File: src/rtl/serial_pkg.sv
// Shared types and constants for the serial transmitter.
//   tx_state_t : transmitter FSM states
//   DATA_BITS  : payload width of one frame
package serial_pkg;
  localparam int DATA_BITS = 16;

  typedef enum logic [2:0] {IDLE, START, DATA, PARITY, STOP} tx_state_t;
endpackage

File: src/rtl/baud_tick_gen.sv
// Bit-period timer for the serial transmitter.
//   Clk      : system clock
//   Reset    : synchronous, active-low
//   En       : count while high; counter clears whenever low
//   Tick     : high in the last cycle of each bit period
//   TickNext : high in the cycle before Tick (every enabled cycle when a bit
//              is a single cycle long), lets the caller register outputs
//              that must appear in the Tick cycle itself
module baud_tick_gen #(
  parameter int CLKS_PER_BIT = 4
) (
  input  logic Clk,
  input  logic Reset,
  input  logic En,
  output logic Tick,
  output logic TickNext
);
  localparam int CW = (CLKS_PER_BIT > 1) ? $clog2(CLKS_PER_BIT) : 1;
  localparam logic [CW-1:0] LAST = CW'(CLKS_PER_BIT - 1);
  localparam logic [CW-1:0] PRE  = CW'((CLKS_PER_BIT > 1) ? CLKS_PER_BIT - 2 : 0);

  logic [CW-1:0] cnt;

  always_ff @(posedge Clk) begin
    if (!Reset || !En || Tick) cnt <= '0;
    else                       cnt <= cnt + 1'b1;
  end

  assign Tick     = En && (cnt == LAST);
  assign TickNext = En && ((CLKS_PER_BIT == 1) || (cnt == PRE));
endmodule

File: src/rtl/serial_tx_16.sv
// Parallel-to-serial frame transmitter: start(0), D0..D15 LSB first,
// optional parity, stop(1); every bit held CLKS_PER_BIT cycles.
//   Clk     : system clock
//   Reset   : synchronous, active-low
//   Load    : transmit request, accepted on an edge where Ready=1
//   Data_In : word sampled on the accepting edge
//   Ready   : idle / can accept; also high during the final stop cycle so a
//             held Load starts the next frame with no gap on Tx
//   Busy    : ~Ready
//   Tx      : serial line, idles high
//   Done    : one-cycle pulse in the final stop cycle
module serial_tx_16
  import serial_pkg::*;
#(
  parameter int CLKS_PER_BIT = 4,
  parameter int PARITY_EN    = 1,
  parameter int PARITY_ODD   = 0
) (
  input  logic                 Clk,
  input  logic                 Reset,
  input  logic                 Load,
  input  logic [DATA_BITS-1:0] Data_In,
  output logic                 Ready,
  output logic                 Busy,
  output logic                 Tx,
  output logic                 Done
);
  // With one-cycle bits the stop bit is entirely its own last cycle, so
  // Done/Ready must rise on the edge that enters STOP.
  localparam logic STOP_IS_LAST = (CLKS_PER_BIT == 1);
  localparam logic [3:0] LAST_BIT = 4'(DATA_BITS - 1);

  tx_state_t            state;
  logic [DATA_BITS-1:0] sr;
  logic [3:0]           bitcnt;
  logic                 par;
  logic                 tick, tick_next;
  logic                 accept;

  baud_tick_gen #(.CLKS_PER_BIT(CLKS_PER_BIT)) u_baud (
    .Clk      (Clk),
    .Reset    (Reset),
    .En       (state != IDLE),
    .Tick     (tick),
    .TickNext (tick_next)
  );

  // Ready is only high in IDLE or in the final stop cycle (where tick=1).
  assign accept = Load && Ready && ((state == IDLE) || tick);
  assign Busy   = ~Ready;

  always_ff @(posedge Clk) begin
    if (!Reset) begin
      state  <= IDLE;
      sr     <= '0;
      bitcnt <= '0;
      par    <= 1'b0;
      Tx     <= 1'b1;
      Ready  <= 1'b1;
      Done   <= 1'b0;
    end else begin
      Done <= 1'b0;
      if (accept) begin
        sr     <= Data_In;
        par    <= (^Data_In) ^ (PARITY_ODD != 0);
        bitcnt <= '0;
        state  <= START;
        Tx     <= 1'b0;
        Ready  <= 1'b0;
      end else begin
        case (state)
          IDLE: ;
          START: if (tick) begin
            state  <= DATA;
            Tx     <= sr[0];
            sr     <= sr >> 1;
            bitcnt <= '0;
          end
          DATA: if (tick) begin
            if (bitcnt == LAST_BIT) begin
              if (PARITY_EN != 0) begin
                state <= PARITY;
                Tx    <= par;
              end else begin
                state <= STOP;
                Tx    <= 1'b1;
                Done  <= STOP_IS_LAST;
                Ready <= STOP_IS_LAST;
              end
            end else begin
              Tx     <= sr[0];
              sr     <= sr >> 1;
              bitcnt <= bitcnt + 4'd1;
            end
          end
          PARITY: if (tick) begin
            state <= STOP;
            Tx    <= 1'b1;
            Done  <= STOP_IS_LAST;
            Ready <= STOP_IS_LAST;
          end
          STOP: begin
            if (tick) begin
              state <= IDLE;
            end else if (tick_next) begin
              Done  <= 1'b1;
              Ready <= 1'b1;
            end
          end
          default: state <= IDLE;
        endcase
      end
    end
  end
endmodule

File: config.mk
export PLATFORM = sky130hd
export DESIGN_NAME = serial_tx_16
export DESIGN_NICKNAME = d
export VERILOG_FILES = /design/src/rtl/serial_pkg.sv /design/src/rtl/baud_tick_gen.sv /design/src/rtl/serial_tx_16.sv
export SDC_FILE = /design/constraint.sdc
export NUM_CORES = 1
export LEC_CHECK = 0
export CORE_MARGIN = 2
export CORE_UTILIZATION = 57
export CTS_CLUSTER_SIZE = 28
export DETAILED_ROUTE_END_ITERATION = 10
export PLACE_DENSITY = 0.89
export SLEW_MARGIN = 0
export SYNTH_ARGS = -nofsm -noshare
export SYNTH_HDL_FRONTEND = slang
export SYNTH_SLANG_ARGS = --single-unit
File: constraint.sdc
create_clock -name Clk -period 3 [get_ports Clk]
set_input_delay 0.75 -clock Clk [delete_from_list [all_inputs] [get_ports Clk]]
set_output_delay 0.75 -clock Clk [all_outputs]
set_load 0.05 [all_outputs]
==> impl_results.md, run 1 <==
- Root Driver: clkbuf_4
- Sequential area share after synthesis: 0.376
- Die span in x: approximately 56 µm
- Largest net degree at the start of global routing: 32
- Num CTS Buffers: 5
- Worst slew pin tran: 0.689 ns
- Nets@finish: between 200 and 250
- Worst path max stage delay: roughly 0.87 ns
- Final Cycle Share: 0.818
- CTS HTree Levels: 2
- Syn Inst Count: 193
- Post-cts sizing count: 0
- Routed len/inst: between 10 and 15 µm
- CTS sink cnt: 29
- Die Y: ~56 µm
- Final clock skew: 0.00805 ns
- Hpwl dp: about 2.4 mm
- Int Pwr: slightly below 600 µW
- Maxcap violations: 0
- Post-synth EDFFs: 0
- DR iter-0 viols: 37
- First-pass GRT wire length: 5.66 mm
- Leak: ~0.00065 µW
- Bufs and invs on worst path: 1
- Switching Fraction: 0.305
- CP max stage cell: clkdlybuf4s50_1
- Drt total wl: ~3.2 mm
- RSZ-0062 raised after global routing: false
- Fin Hold WS: about 0.46 ns
- CTS Buffer Depth: 2
- Gr usage total: 0.227
- Netlist cell types: 40
- Clock group share of total power: 0.262
- Setup Fix Bufs, Post-CTS: 0
- Synth Flop Type: dfxtp_1
- Crit-path max FO: 10
- Pre-CTS setup slack: roughly 0.37 ns
- Clock latency on the worst-skew pair: 0.33 ns
- Number of global-route vias before repair: about 1400
- Placer Congestion: 0.794
- Avg Vias per Cell: 5.90
- Final Max Tran Viols: 0
- Reg2Reg Setup Slack: 0.90 ns
- Core area: 0.00252 mm²
- Yosys reg bits: 29
- Crit path DAT: between 1.5 and 2 ns
- Fillers: 217
- Placement Rows: 18
- WP data required: roughly 2.3 ns
- CP cell instances: clkdlybuf4s50_1
- Post-synthesis instance area: roughly 0.0015 mm²
- I/O Pins: 23
- Sequential share of power: 0.509
- Peak Freq: 407 MHz
- Setup TNS: 0 ns
- Detail Route Antenna Nets: 0
- Die ar.: 0.00314 mm²
- VDD IR max: 0.332 mV
- Post-Syn Area per Cell: 8.01 µm²
- Status: finished clean
- Clock Pin Slew Worst Setup and Hold Paths: about 0.09 ns
- GRT overflow: 0
- Synth Warn #: 0
- Hold crit path type: reg -> reg
- CTS tree: done
- Syn_nets: approximately 220
- Minimum clock period: 2.46 ns
- Starting Density: 0.613
- Combinational Power Share: 0.229
- PortBufs: 22
- Diode count: 0
- PwrDens: about 480 mW/mm²
- Via Count: 1422
- Final Hold Fails: 0
- Setup violations, final: 0
- Crit Path Class: reg -> out
- Crit end category: output port
- Net Sw Power: ~260 µW
- CP top delay family: buffers and inverters
- Crit start category: flip-flop
- Share of layout cells above drive strength 1: 0.0616
- Drt pass-1 iters: 4
- Residual DRC count: 0
- Initial antenna violation count: 0
- Async S/R FF share, synth: 0
- Area Growth Syn to Fin: 15.7%
- Post-Route Utilization: 0.709
- Rel. slew slack: 0.539
- Worst Slack Setup Final: roughly 0.54 ns
- Hold Buf Count CTS: 0
==> power groups by stage <==
stage               clock (µW)  sequential [µW]  combinational [µW]
floorplan                    0              441                 139
global placement             0              440                 186
detailed placement           0              442                 196
CTS                        230              433                 197
global route               246              437                 217
finish                     223              434                 195
==> Yosys cell counts, types with 2 or more instances <==
cell	count	area, µm²
dfxtp_1	29	581
and3_1	2	12.5
nand3b_1	2	15.0
nor2_1	24	90.1
a311oi_1	15	131
nand3_2	2	20.0
inv_1	5	18.8
a21oi_1	8	40.0
nand2b_1	2	12.5
xor2_1	3	26.3
ha_1	3	37.5
xnor2_1	13	114
o21ai_0	7	35.0
buf_2	8	40.0
nor3_1	4	20.0
buf_4	3	22.5
nand3_1	4	20.0
nand2_1	37	139
==> state kept, by name, indices dropped and copies added, names as in the netlist <==
| register | cells |
|---|---|
| Ready | 1 |
| Done | 1 |
| Tx | 1 |
| par | 1 |
| u_baud.cnt | 2 |
| bitcnt | 4 |
| sr | 16 |
| state | 3 |
==> kinds of logic (layout without fill, tap and decap cells) <==
| kind of cell | Yosys count | count (layout) | share of synthesized area |
|---|---|---|---|
| AO/OA/AOI/OAI | 39 | 39 | 0.183 |
| adder cells (fa/ha/maj) | 3 | 3 | 0.0243 |
| AND/OR/NAND/NOR | 87 | 87 | 0.262 |
| multiplexers | 1 | 1 | 0.00648 |
| XOR/XNOR | 16 | 16 | 0.0907 |
| flip-flops | 29 | 29 | 0.376 |
| buffers and inverters | 18 | 36 | 0.0575 |
==> worst register-to-register path, delay by kind of cell (launching register included) <==
family	cells	cell delay, ns
AO/OA/AOI/OAI	1	0.29
adder cells (fa/ha/maj)	1	0.37
AND/OR/NAND/NOR	4	0.98
flip-flops	1	0.37
==> metrics by stage <==
step	std cells	instance area, µm²	total power, µW
floorplan	193	1550	581
global placement	233	1740	626
detailed placement	233	1740	638
CTS	241	1790	859
global route	241	1790	899
finish	241	1790	852
==> final timing paths <==
| kind | startpoint | endpoint | cells after the start |
|---|---|---|---|
| min | u_baud.cnt[0]$_SDFF_PP0_ | u_baud.cnt[0]$_SDFF_PP0_ | 1 |
| max reg2reg | u_baud.cnt[0]$_SDFF_PP0_ | sr[12]$_SDFFE_PN0P_ | 6 |
| min reg2reg | u_baud.cnt[0]$_SDFF_PP0_ | u_baud.cnt[0]$_SDFF_PP0_ | 1 |
| max | Ready$_SDFFE_PN1P_ | Ready | 1 |
==> layout by cell type, fill, tap and decap left out, types with 5 or more instances in the layout <==
cell type	instances
a21oi_1	8
a311oi_1	15
clkbuf_4	5
clkdlybuf4s50_1	22
dfxtp_1	29
inv_1	5
nand2_1	37
nor2_1	24
o21ai_0	7
xnor2_1	13
==> layer usage <==
metal,part of all wire,vias to the layer above,global-route usage,wire length (µm)
met4,0.019,0,0.109,62
met1,0.43,659,0.256,1380
met2,0.49,47,0.385,1590
met3,0.061,7,0.0744,197
li1,-,709,-,-
met5,0,-,0,0
==> cell type report <==
type,count,area [µm²],share of cell area
tap,30,37.5,0.0210
inverter,6,22.5,0.0126
multi-input combinational,146,876,0.490
clock buffer,6,41.3,0.0231
clock inverter,2,10.0,0.00560
timing repair buffer,22,220,0.123
sequential,29,581,0.325
(Power assumes the default switching activity.)
==> run 2, diff against run 1 <==
--- a/config.mk
+++ b/config.mk
@@ -6,10 +6,10 @@
 export NUM_CORES = 1
 export LEC_CHECK = 0
 export CORE_MARGIN = 2
-export CORE_UTILIZATION = 57
+export CORE_UTILIZATION = 48
 export CTS_CLUSTER_SIZE = 28
 export DETAILED_ROUTE_END_ITERATION = 10
-export PLACE_DENSITY = 0.89
+export PLACE_DENSITY = 0.81
 export SLEW_MARGIN = 0
 export SYNTH_ARGS = -nofsm -noshare
 export SYNTH_HDL_FRONTEND = slang
==> constraint.sdc (replaced) <==
create_clock -name Clk -period 2 [get_ports Clk]
set_input_delay 0.5 -clock Clk [delete_from_list [all_inputs] [get_ports Clk]]
set_output_delay 0.5 -clock Clk [all_outputs]
set_load 0.05 [all_outputs]
==> run 2 against run 1 <==
  * Critical path depth did not move
  * Register-to-register slack got worse by 0.70 ns
  * Setup slack worse by 0.46 ns
  * Clock-buffer cell count is 1 higher
  * Core utilization shrank 7.7 points
  * Die area increased by 17%
  * Combinational power grew 68%
  * Sequential share of layout area is 2.4 points lower
  * Final area grew 7.9%
  * Via count is 0.35% lower
  * Largest cell class unchanged
  * Largest power group unchanged
==> impl_results.md, run 2 (synthesized netlist as in run 1, its figures left out) <==
- Final Hold Fails: 0 (unchanged)
- First-pass GRT wire length: 5.45 mm (-3.8%)
- Routed len/inst: 11.7 µm (-13%)
- Setup TNS: 0 ns (unchanged)
- Via Count: 1417 (-0.35%)
- Minimum clock period: approximately 1.9 ns
- RSZ-0062 raised after global routing: false
- Leading cell type in the layout, fill and taps excluded: nand2_1
- Leak: 0.000722 µW (+11%)
- Non-Filler Instances: 265 (+10%)
- Die ar.: 0.00369 mm² (+17%)
- I/O Pins: 23 (unchanged)
- Commonest cells after routing, fill and taps aside: nand2_1, dfxtp_1, nor2_1
- Worst slew pin tran: 0.496 ns (-0.193 ns)
- CTS Buffer Depth: 2 (unchanged)
- Largest registers: sr: 16 flops, bitcnt: 4 flops, state: 3 flops
- Bufs and invs on worst path: 1 (unchanged)
- Maxcap violations: 0 (unchanged)
- # placed instances: 258 (+11%)
- Setup Fix Bufs, Post-CTS: 0 (unchanged)
- Fin Hold WS: 0.463 ns (+0.00263 ns)
- Largest net degree at the start of global routing: 31 (-3.1%)
- Avg Vias per Cell: 5.35 (-9.4%)
- Hpwl dp: 2.24 mm (-5.9%)
- Drt total wl: 3.10 mm (-4.1%)
- Fillers: 297 (+37%)
- Final Max Tran Viols: 0 (unchanged)
- Core area: 0.00305 mm² (+21%)
- Hold crit path type: reg -> reg
- FF+latch area: 581 µm² (unchanged)
- Starting Density: 0.506 (-0.106)
- Max reg flops: 16 (unchanged)
- Root Driver: clkbuf_4
- PortBufs: 22 (unchanged)
- Peak Freq: roughly 520 MHz
- Crit start category: flip-flop
- Rel. slew slack: 0.669 (+0.129)
- Status: finished clean
- Worst path max stage delay: 0.79 ns (-0.08 ns)
- Final clock skew: 0.00596 ns (-0.00209 ns)
- Diode count: 0 (unchanged)
- WP data required: 1.50 ns (-0.75 ns)
- Number of global-route vias before repair: 1290 (-4.4%)
- Final Cycle Share: 0.960
- Drt pass-1 iters: 4 (unchanged)
- Area Growth Syn to Fin: 24.9%
- Crit path DAT: 1.42 ns (-0.29 ns)
- Clock Pin Slew Worst Setup and Hold Paths: 0.09 ns (about the same)
- Die span in x: 60.7 µm (+8.3%)
- Detail Route Antenna Nets: 0 (unchanged)
- Placer Congestion: 0.863 (+8.7%)
- PwrDens: 687 mW/mm² (+44%)
- Share of layout cells above drive strength 1: 0.118 (+0.0560)
- Placement Rows: 20 (+2)
- CP cell instances: clkdlybuf4s50_1
- CP top delay family: buffers and inverters
- VDD IR max: 0.357 mV (+7.5%)
- Num CTS Buffers: 5 (unchanged)
- Reg with most FFs: sr
- CP max stage cell: clkdlybuf4s50_1
- Setup violations, final: 0 (unchanged)
- CTS sink cnt: 29 (unchanged)
- Crit Path Class: reg -> out
- DR iter-0 viols: 75 (+100%)
- GRT overflow: 0 (unchanged)
- Nets@finish: 243 (+4.7%)
- CTS HTree Levels: 2 (unchanged)
- Area of the multi-input gates: 878 µm² (+0.29%)
- Initial antenna violation count: 0 (unchanged)
- Clock latency on the worst-skew pair: 0.32 ns (about the same)
- CTS tree: done
- Crit-path max FO: 1 (-9)
- Crit end category: output port
- Die Y: 60.7 µm (+8.3%)
- Residual DRC count: 0 (unchanged)
- Gr usage total: 0.202 (-0.0251)
[run 2: changes by cell type in the layout (fill, tap and decap cells not counted), sizes merged]
cell,previous run,this run
dlymetal6s2s,0,1
buf,0,13
clkbuf,6,7
clkdlybuf4s50,22,19
clkinv,3,1
[run 2: where the power goes]
group	switching (µW)	internal (µW)	leakage, µW
registers	26.0	619	0.000238
clock network	189	166	0.0000314
logic	164	163	0.000453
[run 2: what timing repair did]
action                                  CTS  global route
hold buffers                              0             0
hold endpoints to repair                  0             0
endpoints found under the setup margin    0             3
gates resized for setup                   0             2
[run 2: final cells by class]
cell class	instances	share of cell area
clock buffers	7	0.0285
flip-flops and latches	29	0.301
repair buffers	33	0.175
multi-input cells	146	0.455
inverters	6	0.0117
well taps	44	0.0285
[run 2: final timing paths]
| path | slack (ns) | startpoint | cells after the start | endpoint |
|---|---|---|---|---|
| max | 0.08 | Done$_SDFF_PP0_ | 1 | Done |
| min | 0.46 | u_baud.cnt[0]$_SDFF_PP0_ | 1 | u_baud.cnt[0]$_SDFF_PP0_ |
| max reg2reg | 0.20 | u_baud.cnt[0]$_SDFF_PP0_ | 7 | sr[7]$_SDFFE_PN0P_ |
| min reg2reg | 0.46 | u_baud.cnt[0]$_SDFF_PP0_ | 1 | u_baud.cnt[0]$_SDFF_PP0_ |
[run 2: routing by layer]
metal / share of wire / track usage / wire, µm / up-vias
met2: 0.49 / 0.333 / 1520 / 40
met3: 0.056 / 0.0853 / 174 / 4
li1: - / - / - / 727
met1: 0.44 / 0.239 / 1370 / 646
met5: 0 / 0 / 0 / -
met4: 0.0090 / 0.0652 / 28 / 0
[run 2: per-stage QoR]
step / instance area [µm²] / total power (µW) / setup WS, ns / util
2_1_floorplan: 1550 / 871 / 0.185 / -
3_3_place_gp: 1870 / 979 / -0.00585 / 0.612
3_5_place_dp: 1870 / 987 / -0.0868 / 0.612
4_1_cts: 1920 / 1340 / 0.0170 / 0.630
5_1_grt: 1930 / 1420 / 0.00298 / 0.632
6_report: 1930 / 1330 / 0.0805 / 0.632
